===== src/rtl/core_mem_arbiter_if.sv =====
// Core memory port bundle: fetch and data requesters plus the shared bus.
// master is the arbiter's view, slave the surrounding pipeline/bus view.
interface core_mem_arbiter_if #(
  parameter int ADDR_W = 64,
  parameter int DATA_W = 64
);
  logic              imem_req;
  logic [ADDR_W-1:0] imem_addr;
  logic              imem_gnt;
  logic              imem_err;
  logic [DATA_W-1:0] imem_rdata;

  logic                dmem_req;
  logic                dmem_wen;
  logic [DATA_W/8-1:0] dmem_strb;
  logic [ADDR_W-1:0]   dmem_addr;
  logic [DATA_W-1:0]   dmem_wdata;
  logic                dmem_gnt;
  logic                dmem_recv;
  logic                dmem_err;
  logic [DATA_W-1:0]   dmem_rdata;

  logic                m_req;
  logic                m_wen;
  logic [DATA_W/8-1:0] m_strb;
  logic [ADDR_W-1:0]   m_addr;
  logic [DATA_W-1:0]   m_wdata;
  logic                m_gnt;
  logic                m_err;
  logic [DATA_W-1:0]   m_rdata;

  modport master (
    input  imem_req, imem_addr,
    output imem_gnt, imem_err, imem_rdata,
    input  dmem_req, dmem_wen, dmem_strb,
    input  dmem_addr, dmem_wdata,
    output dmem_gnt, dmem_recv, dmem_err,
    output dmem_rdata,
    output m_req, m_wen, m_strb, m_addr,
    output m_wdata,
    input  m_gnt, m_err, m_rdata
  );

  modport slave (
    output imem_req, imem_addr,
    input  imem_gnt, imem_err, imem_rdata,
    output dmem_req, dmem_wen, dmem_strb,
    output dmem_addr, dmem_wdata,
    input  dmem_gnt, dmem_recv, dmem_err,
    input  dmem_rdata,
    input  m_req, m_wen, m_strb, m_addr,
    input  m_wdata,
    output m_gnt, m_err, m_rdata
  );
endinterface


===== src/rtl/core_mem_arbiter.sv =====
// Fetch/data arbiter for the single core memory port.
// CORE_MEM_ARB_RR_EN: round-robin contention instead of dmem priority.
module core_mem_arbiter #(
  parameter int ADDR_W       = 64,
  parameter int DATA_W       = 64,
  parameter int STARVE_LIMIT = 4
) (
  input logic                 g_clk,
  input logic                 g_resetn,
  core_mem_arbiter_if.master  bus
);

  typedef enum logic [1:0] {
    IDLE,
    LOCK_I,
    LOCK_D
  } state_e;

  state_e state_q, state_d;

  logic sel_i, sel_d, pick_d;
  logic rsp_v_q, rsp_v_d;
  logic rsp_own_q, rsp_own_d;

  logic                m_req_c;
  logic                m_wen_c;
  logic [DATA_W/8-1:0] m_strb_c;
  logic [ADDR_W-1:0]   m_addr_c;
  logic [DATA_W-1:0]   m_wdata_c;
  logic                igrant, dgrant;

`ifdef CORE_MEM_ARB_RR_EN
  logic last_own_q, last_own_d;

  // dmem wins contention only if imem owned the last grant
  always_comb pick_d = !last_own_q;

  always_comb begin
    last_own_d = last_own_q;
    if (igrant) last_own_d = 1'b0;
    else if (dgrant) last_own_d = 1'b1;
  end

  always_ff @(posedge g_clk or negedge g_resetn) begin
    if (!g_resetn) last_own_q <= 1'b1;
    else           last_own_q <= last_own_d;
  end
`else
  localparam logic [3:0] LIMIT = 4'(STARVE_LIMIT);

  logic [3:0] starve_q, starve_d;

  always_comb pick_d = (starve_q != LIMIT);

  always_comb begin
    starve_d = starve_q;
    if (igrant || !bus.imem_req)
      starve_d = '0;
    else if (dgrant && starve_q != LIMIT)
      starve_d = starve_q + 4'd1;
  end

  always_ff @(posedge g_clk or negedge g_resetn) begin
    if (!g_resetn) starve_q <= '0;
    else           starve_q <= starve_d;
  end
`endif

  always_comb begin
    sel_i = 1'b0;
    sel_d = 1'b0;
    case (state_q)
      LOCK_I: sel_i = 1'b1;
      LOCK_D: sel_d = 1'b1;
      default: begin
        if (bus.imem_req && bus.dmem_req) begin
          sel_d = pick_d;
          sel_i = !pick_d;
        end else begin
          sel_i = bus.imem_req;
          sel_d = bus.dmem_req;
        end
      end
    endcase
  end

  always_comb begin
    m_req_c   = (sel_i & bus.imem_req) | (sel_d & bus.dmem_req);
    m_wen_c   = sel_d & bus.dmem_wen;
    m_strb_c  = sel_d ? bus.dmem_strb  : '0;
    m_wdata_c = sel_d ? bus.dmem_wdata : '0;
    m_addr_c  = '0;
    unique case (1'b1)
      sel_d:   m_addr_c = bus.dmem_addr;
      sel_i:   m_addr_c = bus.imem_addr;
      default: m_addr_c = '0;
    endcase
  end

  assign igrant = bus.m_gnt & sel_i & bus.imem_req;
  assign dgrant = bus.m_gnt & sel_d & bus.dmem_req;

  always_comb begin
    state_d = state_q;
    case (state_q)
      IDLE:
        if (m_req_c && !bus.m_gnt)
          state_d = sel_d ? LOCK_D : LOCK_I;
      LOCK_I:
        if (!bus.imem_req || bus.m_gnt) state_d = IDLE;
      LOCK_D:
        if (!bus.dmem_req || bus.m_gnt) state_d = IDLE;
      default: state_d = IDLE;
    endcase
  end

  always_comb begin
    rsp_v_d   = m_req_c & bus.m_gnt;
    rsp_own_d = sel_d;
  end

  always_ff @(posedge g_clk or negedge g_resetn) begin
    if (!g_resetn) begin
      state_q   <= IDLE;
      rsp_v_q   <= 1'b0;
      rsp_own_q <= 1'b0;
    end else begin
      state_q   <= state_d;
      rsp_v_q   <= rsp_v_d;
      rsp_own_q <= rsp_own_d;
    end
  end

  assign bus.m_req   = m_req_c;
  assign bus.m_wen   = m_wen_c;
  assign bus.m_strb  = m_strb_c;
  assign bus.m_addr  = m_addr_c;
  assign bus.m_wdata = m_wdata_c;

  assign bus.imem_gnt   = igrant;
  assign bus.dmem_gnt   = dgrant;
  assign bus.imem_rdata = bus.m_rdata;
  assign bus.dmem_rdata = bus.m_rdata;
  assign bus.imem_err   = bus.m_err & rsp_v_q & !rsp_own_q;
  assign bus.dmem_recv  = rsp_v_q & rsp_own_q;
  assign bus.dmem_err   = bus.m_err & rsp_v_q & rsp_own_q;

endmodule


===== src/flat_wrapper.sv =====
// flat-port wrapper written by rule: the top's interface ports become plain ports
module core_mem_arbiter_flat 
#(
  parameter int ADDR_W       = 64,
  parameter int DATA_W       = 64,
  parameter int STARVE_LIMIT = 4
)
  (g_clk, g_resetn, bus_imem_req, bus_imem_addr, bus_imem_gnt, bus_imem_err, bus_imem_rdata, bus_dmem_req, bus_dmem_wen, bus_dmem_strb, bus_dmem_addr, bus_dmem_wdata, bus_dmem_gnt, bus_dmem_recv, bus_dmem_err, bus_dmem_rdata, bus_m_req, bus_m_wen, bus_m_strb, bus_m_addr, bus_m_wdata, bus_m_gnt, bus_m_err, bus_m_rdata);
  core_mem_arbiter_if #(.ADDR_W(ADDR_W), .DATA_W(DATA_W)) bus_i ();
  input logic g_clk;
  input logic g_resetn;
  input wire logic [$bits(bus_i.imem_req)-1:0] bus_imem_req;
  input wire logic [$bits(bus_i.imem_addr)-1:0] bus_imem_addr;
  output wire logic [$bits(bus_i.imem_gnt)-1:0] bus_imem_gnt;
  output wire logic [$bits(bus_i.imem_err)-1:0] bus_imem_err;
  output wire logic [$bits(bus_i.imem_rdata)-1:0] bus_imem_rdata;
  input wire logic [$bits(bus_i.dmem_req)-1:0] bus_dmem_req;
  input wire logic [$bits(bus_i.dmem_wen)-1:0] bus_dmem_wen;
  input wire logic [$bits(bus_i.dmem_strb)-1:0] bus_dmem_strb;
  input wire logic [$bits(bus_i.dmem_addr)-1:0] bus_dmem_addr;
  input wire logic [$bits(bus_i.dmem_wdata)-1:0] bus_dmem_wdata;
  output wire logic [$bits(bus_i.dmem_gnt)-1:0] bus_dmem_gnt;
  output wire logic [$bits(bus_i.dmem_recv)-1:0] bus_dmem_recv;
  output wire logic [$bits(bus_i.dmem_err)-1:0] bus_dmem_err;
  output wire logic [$bits(bus_i.dmem_rdata)-1:0] bus_dmem_rdata;
  output wire logic [$bits(bus_i.m_req)-1:0] bus_m_req;
  output wire logic [$bits(bus_i.m_wen)-1:0] bus_m_wen;
  output wire logic [$bits(bus_i.m_strb)-1:0] bus_m_strb;
  output wire logic [$bits(bus_i.m_addr)-1:0] bus_m_addr;
  output wire logic [$bits(bus_i.m_wdata)-1:0] bus_m_wdata;
  input wire logic [$bits(bus_i.m_gnt)-1:0] bus_m_gnt;
  input wire logic [$bits(bus_i.m_err)-1:0] bus_m_err;
  input wire logic [$bits(bus_i.m_rdata)-1:0] bus_m_rdata;
  assign bus_i.imem_req = bus_imem_req;
  assign bus_i.imem_addr = bus_imem_addr;
  assign bus_imem_gnt = bus_i.imem_gnt;
  assign bus_imem_err = bus_i.imem_err;
  assign bus_imem_rdata = bus_i.imem_rdata;
  assign bus_i.dmem_req = bus_dmem_req;
  assign bus_i.dmem_wen = bus_dmem_wen;
  assign bus_i.dmem_strb = bus_dmem_strb;
  assign bus_i.dmem_addr = bus_dmem_addr;
  assign bus_i.dmem_wdata = bus_dmem_wdata;
  assign bus_dmem_gnt = bus_i.dmem_gnt;
  assign bus_dmem_recv = bus_i.dmem_recv;
  assign bus_dmem_err = bus_i.dmem_err;
  assign bus_dmem_rdata = bus_i.dmem_rdata;
  assign bus_m_req = bus_i.m_req;
  assign bus_m_wen = bus_i.m_wen;
  assign bus_m_strb = bus_i.m_strb;
  assign bus_m_addr = bus_i.m_addr;
  assign bus_m_wdata = bus_i.m_wdata;
  assign bus_i.m_gnt = bus_m_gnt;
  assign bus_i.m_err = bus_m_err;
  assign bus_i.m_rdata = bus_m_rdata;
  core_mem_arbiter #(.ADDR_W(ADDR_W), .DATA_W(DATA_W), .STARVE_LIMIT(STARVE_LIMIT)) u_core (.g_clk(g_clk), .g_resetn(g_resetn), .bus(bus_i));
endmodule

===== config.mk =====
export PLATFORM = sky130hd
export DESIGN_NAME = core_mem_arbiter_flat
export DESIGN_NICKNAME = d
export VERILOG_FILES = /design/src/rtl/core_mem_arbiter_if.sv /design/src/rtl/core_mem_arbiter.sv /design/src/flat_wrapper.sv
export SDC_FILE = /design/constraint.sdc
export NUM_CORES = 1
export LEC_CHECK = 0
export CORE_AREA = 2 2 209 211
export CTS_BUF_LIST = sky130_fd_sc_hd__clkbuf_4 sky130_fd_sc_hd__clkbuf_8
export CTS_CLUSTER_SIZE = 28
export DETAILED_ROUTE_END_ITERATION = 7
export DIE_AREA = 0 0 211 213
export SETUP_SLACK_MARGIN = 0.02
export SYNTH_ARGS = -nofsm -noshare
export SYNTH_HDL_FRONTEND = slang
export SYNTH_SLANG_ARGS = --single-unit

===== constraint.sdc =====
create_clock -name g_clk -period 5.6 [get_ports g_clk]
set_input_delay 1.12 -clock g_clk [delete_from_list [all_inputs] [get_ports g_clk]]
set_output_delay 1.12 -clock g_clk [all_outputs]
set_load 0.005 [all_outputs]

==> results.md, run 1 <==
* Static leakage at 2.10 nW
* # port buffers at 349
* Routed WL at 17800 um
* Most common cell on crit path: clkdlybuf4s50_1
* Die width at about 210 um
* Crit-path cells: clkdlybuf4s50_1 > nand2b_1 > a21oi_2 > a21o_4 > buf_4 > a22o_1 > clkdlybuf4s50_1
* Core Util, Final at 13.8%
* Met2 WL at 9380 um
* Cell Area, Synth at around 2700 um2
* Root buffer cell: clkbuf_8
* Post-synth EDFFs at 0
* DRT met1 WL at 5530 um
* Number of buffers created by CTS at 3
* Fill cell total of the finished layout at 4821
* Initial antenna violation count at 5
* YS warnings at 0
* Clock sink total at 8
* Core area at about 43000 um2
* Mapped Avg Cell Area at about 7.8 um2
* CP required at 4480 ps
* Syn_nets at roughly 630
* Slew @ Worst Pin at around 650 ps
* Row count at 76
* Asr flop ratio synth at 100%
* Clock transition at the registers of the reported paths at 40 ps
* Critical path class: input pin to output pin
* Synth unique cells at 33
* DRT iter0 DRCs at 74
* Slew HR at 56.5%
* Top routing layer in use: met5
* DRT Pass-1 Iters at 4
* Setup WS post-layout at roughly 760 ps
* Cts hold-fix bufs at 0
* Clk Latency, worst-skew pair at 230 ps
* WHS at approximately 600 ps
* WL met3 at 2420 um
* Max Clk Rate at 0.206 GHz
* Vias per Instance at ~2.9
* Area Overhead vs Synth at 117%
* Period minus WS final at 4840 ps
* DRC Markers at 0
* Slowest stage cell, crit path: clkdlybuf4s50_1
* Hold WC Path Type: register to register
* Num ports at about 540
* Post-DR wirelength/cell at 16.0 um
* Placed cell areas at 5840 um2
* ANT nets after route at 0
* Area leader, netlist: buf_4
* Top_reg_cell synth: dfrtp_1
* Worst clock skew at 7.56 ps
* Placer Congestion at roughly 0.74
* First-pass GRT wire length at 22600 um
* Share of layout cells above drive strength 1 at 2.68%
* CTS tree: yes
* Final setup TNS at 0 ps
* Crit. End Element: output pin
* Initial Util at 6.36%
* Total track usage at ~7%
* Crit share post-route at between 80% and 90%
* DR vias at 3257
* Detail Placement HPWL at approximately 16000 um
* H-Tree Depth at 1
* Commonest non-fill, non-tap cells in the layout: 349 x clkdlybuf4s50_1, 76 x and2_1, 64 x a22o_1, 8 x nor2_1, 8 x dfrtp_1
* # nets final at 837
* Post-cts sizing count at 0
* Post-Synthesis Cells at 350
* Startpoint types: input pin
* RSZ-0062 raised after global routing: no
* MaxCap Viol Count at 0
* Die footprint at 44900 um2
* Commonest non-fill, non-tap cell in the layout: clkdlybuf4s50_1
* Placement Setup Slack at 726 ps
* CP top delay family: buffers and inverters
* Maximum vdd ir drop at 104 uV
* Pwr dens at between 200 and 250 nW/um2
* CP bufs+invs at 3
* Maximum clock path buffer count at 2
* Final Max Tran Viols at 0
* Result of the run: finished clean
* Post-synthesis register bit count at 8
* Worst Path Arrival at between 3000 and 4000 ps
* Vias in the first global route at 3225
* Largest net degree at the start of global routing at 65
* Max FO, Critical Path at 64
* Synth area leaders: buf_4 35%, a22o_1 21%, and2_1 18%, dfrtp_1 7.4%, buf_6 3.3%
* Sequential area share after synthesis at 7.37%
* Final Hold Vio Count at 0
* Highest cell delay on the worst timing path at 580 ps
* Die Y at 213 um
* Grt ovf at 0
* Design Area, Final at 5890 um2
* Share of the synthesized area in the top cell type at 35.4%
* Setup Buffers After CTS at 0
* Final setup vio count at 0
[routing by layer]
| layer | vias up | track usage (%) |
|---|---|---|
| li1 | 1489 | - |
| met1 | 1453 | 6.38 |
| met2 | 268 | 13.3 |
| met3 | 43 | 3.93 |
| met4 | 4 | 2.28 |
| met5 | - | 0 |
[cells in the mapped netlist, drive strengths merged (2+ instances only)]
cell type    n
and2        76
nor2b        2
clkbuf       2
o311ai       3
xnor2        2
and3         2
buf        149
nor2         8
a21oi        3
inv          4
o21ai        2
mux2i        2
nand2        4
ha           5
a21o         2
a22o        64
dfrtp        8
[flip-flops by register name, indices dropped and copies added (netlist names)]
| name | cells |
|---|---|
| u_core.rsp_own_q | 1 |
| u_core.rsp_v_q | 1 |
| u_core.starve_q | 4 |
| u_core.state_q | 2 |
[final cells by class]
class | count | area (um2) | area share, %
repair buffers | 357 | 3570 | 60.5
flip-flops and latches | 8 | 200 | 3.40
diodes | 3 | 7.51 | 0.127
clock buffers | 3 | 41.3 | 0.701
inverters | 4 | 15.0 | 0.255
multi-input cells | 187 | 1380 | 23.4
well taps | 546 | 683 | 11.6
[stage by stage]
step | power (mW) | std cells
2_1_floorplan | 0.670 | 350
3_3_place_gp | 1.40 | 1102
3_5_place_dp | 1.41 | 1102
4_1_cts | 1.50 | 1105
5_1_grt | 1.56 | 1105
6_report | 1.45 | 1108
[report_power, final]
| part | switching [mW] | internal (mW) | total [mW] |
|---|---|---|---|
| Sequential | 0.00988 | 0.0707 | 0.0806 |
| Combinational | 0.493 | 0.812 | 1.31 |
| Clock | 0.0216 | 0.0465 | 0.0681 |
| Total | 0.525 | 0.930 | 1.45 |
[worst register-to-register path, cell delays in order, from the launching register on]
cell and delay (ps):
dfrtp_1 370, inv_1 90, ha_1 420, nand2b_1 210, a21oi_2 180, a21o_4 490
[cell families (layout without fill, tap and decap cells)]
kind of cell | Yosys count | after routing | share of synthesized area [%]
AOI/OAI and AO/OA | 76 | 76 | 24.1
xor gates and xnor gates | 2 | 2 | 0.645
adders and majority gates | 5 | 5 | 2.30
buffers and inverters | 155 | 364 | 41.9
DFF | 8 | 8 | 7.37
muxes | 2 | 2 | 0.737
other | 0 | 3 | 0
and+or+nand+nor | 102 | 102 | 22.9
[worst paths after layout]
kind | startpoint | end | slack [ps] | cells after the start
min in group asynchronous | g_resetn | u_core.rsp_own_q | 1180 | 1
max reg2reg | u_core.state_q[0] | u_core.rsp_own_q | 3620 | 5
max | bus_dmem_req | bus_m_addr[56] | 760 | 7
min reg2reg | u_core.starve_q[1] | u_core.starve_q[1] | 590 | 2
min | u_core.starve_q[1] | u_core.starve_q[1] | 590 | 2
max in group asynchronous | g_resetn | u_core.state_q[1] | 4140 | 1
(Power assumes the default switching activity.)
==> inputs of run 2 (changes only) <==
--- a/config.mk
+++ b/config.mk
@@ -5,11 +5,13 @@
 export SDC_FILE = /design/constraint.sdc
 export NUM_CORES = 1
 export LEC_CHECK = 0
+export CAP_MARGIN = 25
 export CORE_AREA = 2 2 209 211
 export CTS_BUF_LIST = sky130_fd_sc_hd__clkbuf_4 sky130_fd_sc_hd__clkbuf_8
 export CTS_CLUSTER_SIZE = 28
 export DETAILED_ROUTE_END_ITERATION = 7
 export DIE_AREA = 0 0 211 213
+export PLACE_DENSITY = 0.36
 export SETUP_SLACK_MARGIN = 0.02
 export SYNTH_ARGS = -nofsm -noshare
 export SYNTH_HDL_FRONTEND = slang
==> run 2 against run 1 <==
Via count down 3.7%; clock-buffer cell count unchanged; non-clock buffer count down 4; critical path depth unchanged; clock power up 5.7%; largest cell class unchanged; highest routed layer unchanged.
==> results.md, run 2 (synthesized netlist as in run 1, its figures left out) <==
* Number of instances in the placed design at 1098 (was 1102)
* Share of layout cells above drive strength 1 at 1.98% (was 2.68%)
* Initial antenna violation count at 2 (was 5)
* Placer Congestion at 0.740 (was 0.743)
* Critical path class: input pin to output pin (unchanged)
* Cts hold-fix bufs at 0 (unchanged)
* Top flop regs: u_core.starve_q: 4 flops, u_core.state_q: 2 flops (unchanged)
* Most common cell on crit path: clkdlybuf4s50_1 (unchanged)
* Root buffer cell: clkbuf_8 (unchanged)
* Highest cell delay on the worst timing path at 570 ps (was 580 ps)
* Routed WL at 16800 um (was 17800 um)
* CP top delay family: buffers and inverters (unchanged)
* Largest register FFs at 4 (unchanged)
* H-Tree Depth at 1 (unchanged)
* Die footprint at 44900 um2 (unchanged)
* DRT Pass-1 Iters at 5 (was 4)
* Row count at 76 (unchanged)
* Maximum clock path buffer count at 2 (unchanged)
* Fill cell total of the finished layout at 4846 (was 4821)
* DRC Markers at 0 (unchanged)
* Hold WC Path Type: register to register (unchanged)
* Max Clk Rate at 0.218 GHz (was 0.206 GHz)
* Total track usage at 6.81% (was 7.06%)
* Num ports at 542 (unchanged)
* Slew HR at 64.6% (was 56.5%)
* WHS at 595 ps (was 588 ps)
* Most flops, register: u_core.starve_q (unchanged)
* MaxCap Viol Count at 0 (unchanged)
* DRT iter0 DRCs at 85 (was 74)
* Crit-path cells: clkdlybuf4s50_1 > nand2b_1 > a21oi_2 > a21o_4 > buf_4 > and2_1 > clkdlybuf4s50_1 (was clkdlybuf4s50_1 > nand2b_1 > a21oi_2 > a21o_4 > buf_4 > a22o_1 > clkdlybuf4s50_1)
* Result of the run: finished clean (unchanged)
* Vias per Instance at 2.85 (was 2.94)
* Maximum vdd ir drop at 102 uV (was 104 uV)
* # port buffers at 349 (unchanged)
* Placement Setup Slack at 991 ps (was 726 ps)
* Core area at 42700 um2 (unchanged)
* RSZ-0062 raised after global routing: no (unchanged)
* Crit. End Element: output pin (unchanged)
* Final setup vio count at 0 (unchanged)
* Area Overhead vs Synth at 116% (was 117%)
* Final cell count without fillers at 1101 (was 1108)
* Commonest non-fill, non-tap cells in the layout: 349 x clkdlybuf4s50_1, 76 x and2_1, 64 x a22o_1, 8 x nor2_1, 8 x dfrtp_1 (unchanged)
* Detail Placement HPWL at 14700 um (was 16200 um)
* Post-DR wirelength/cell at 15.3 um (was 16.0 um)
* Static leakage at 2.08 nW (was 2.10 nW)
* Largest net degree at the start of global routing at 81 (was 65)
* CP bufs+invs at 3 (unchanged)
* Vias in the first global route at 3196 (was 3225)
* Worst Path Arrival at 3460 ps (was 3720 ps)
* Worst clock skew at 0.490 ps (was 7.56 ps)
* Commonest non-fill, non-tap cell in the layout: clkdlybuf4s50_1 (unchanged)
* Max FO, Critical Path at 51 (was 64)
* Final setup TNS at 0 ps (unchanged)
* Final Max Tran Viols at 0 (unchanged)
* Number of buffers created by CTS at 3 (unchanged)
* Period minus WS final at 4580 ps (was 4840 ps)
* # nets final at 833 (was 837)
* Clk Latency, worst-skew pair at 230 ps (about the same)
* Startpoint types: input pin (unchanged)
* Initial Util at 6.36% (unchanged)
* Pwr dens at 247 nW/um2 (about the same)
* Grt ovf at 0 (unchanged)
* Slowest stage cell, crit path: clkdlybuf4s50_1 (unchanged)
* Clock sink total at 8 (unchanged)
* Post-cts sizing count at 0 (unchanged)
* First-pass GRT wire length at 22500 um (was 22600 um)
* Final Hold Vio Count at 0 (unchanged)
* Die width at 211 um (unchanged)
* Die Y at 213 um (unchanged)
* Clock transition at the registers of the reported paths at 40 ps (about the same)
* DR vias at 3138 (was 3257)
* Antenna diodes at 0 (was 3)
* Setup WS post-layout at 1020 ps (was 756 ps)
* Slew @ Worst Pin at 530 ps (was 653 ps)
* CTS tree: yes (unchanged)
* Crit share post-route at 81.8% (was 86.5%)
* CP required at 4480 ps (about the same)
* Setup Buffers After CTS at 0 (unchanged)
* ANT nets after route at 0 (unchanged)
## run 2: changes by cell type in the layout (fill, tap and decap cells not counted)
cell / previous run / this run
diode_2: 3 / 0
buf_4: 7 / 3
## run 2: through the flow
stage                     utilization [%]  area, um2  power (mW)
after global routing                 13.7       5850        1.55
final                                13.7       5850        1.44
after detailed placement             13.6       5810        1.40
after floorplan                         -       2720       0.670
after CTS                            13.7       5850        1.48
after global placement               13.6       5810        1.42
## run 2: worst reg2reg max path: stages, from the launching register on
cell and delay [ps]:
dfrtp_1 370, inv_1 90, ha_1 260, a22oi_1 300, and4bb_2 290, or3b_1 330, o311ai_0 110
## run 2: layout make-up
type	instances	area (um2)	area share (%)
inverter	4	15.0	0.257
timing repair buffer	353	3540	60.4
tap	546	683	11.7
multi-input combinational	187	1380	23.5
sequential	8	200	3.42
clock buffer	3	41.3	0.705
## run 2: final timing paths
check | from | to | slack, ps | cells after the start
max | bus_dmem_req | bus_m_wdata[16] | 1020 | 7
min | u_core.starve_q[0] | u_core.starve_q[0] | 600 | 2
max reg2reg | u_core.state_q[0] | u_core.state_q[0] | 3720 | 6
min reg2reg | u_core.starve_q[0] | u_core.starve_q[0] | 600 | 2
max in group asynchronous | g_resetn | u_core.starve_q[3] | 4130 | 1
min in group asynchronous | g_resetn | u_core.rsp_v_q | 1190 | 1
## run 2: report_power, final
part | internal (mW) | total (mW) | switching [mW]
sequential | 0.0706 | 0.0809 | 0.0102
clock | 0.0468 | 0.0720 | 0.0252
combinational | 0.800 | 1.29 | 0.492
## run 2: layer usage
| layer | global-route usage [%] | share of wire, % |
|---|---|---|
| met3 | 3.10 | 11 |
| met2 | 12.5 | 53 |
| met1 | 6.96 | 34 |
| met4 | 1.92 | 2.3 |
| met5 | 0 | 0.077 |
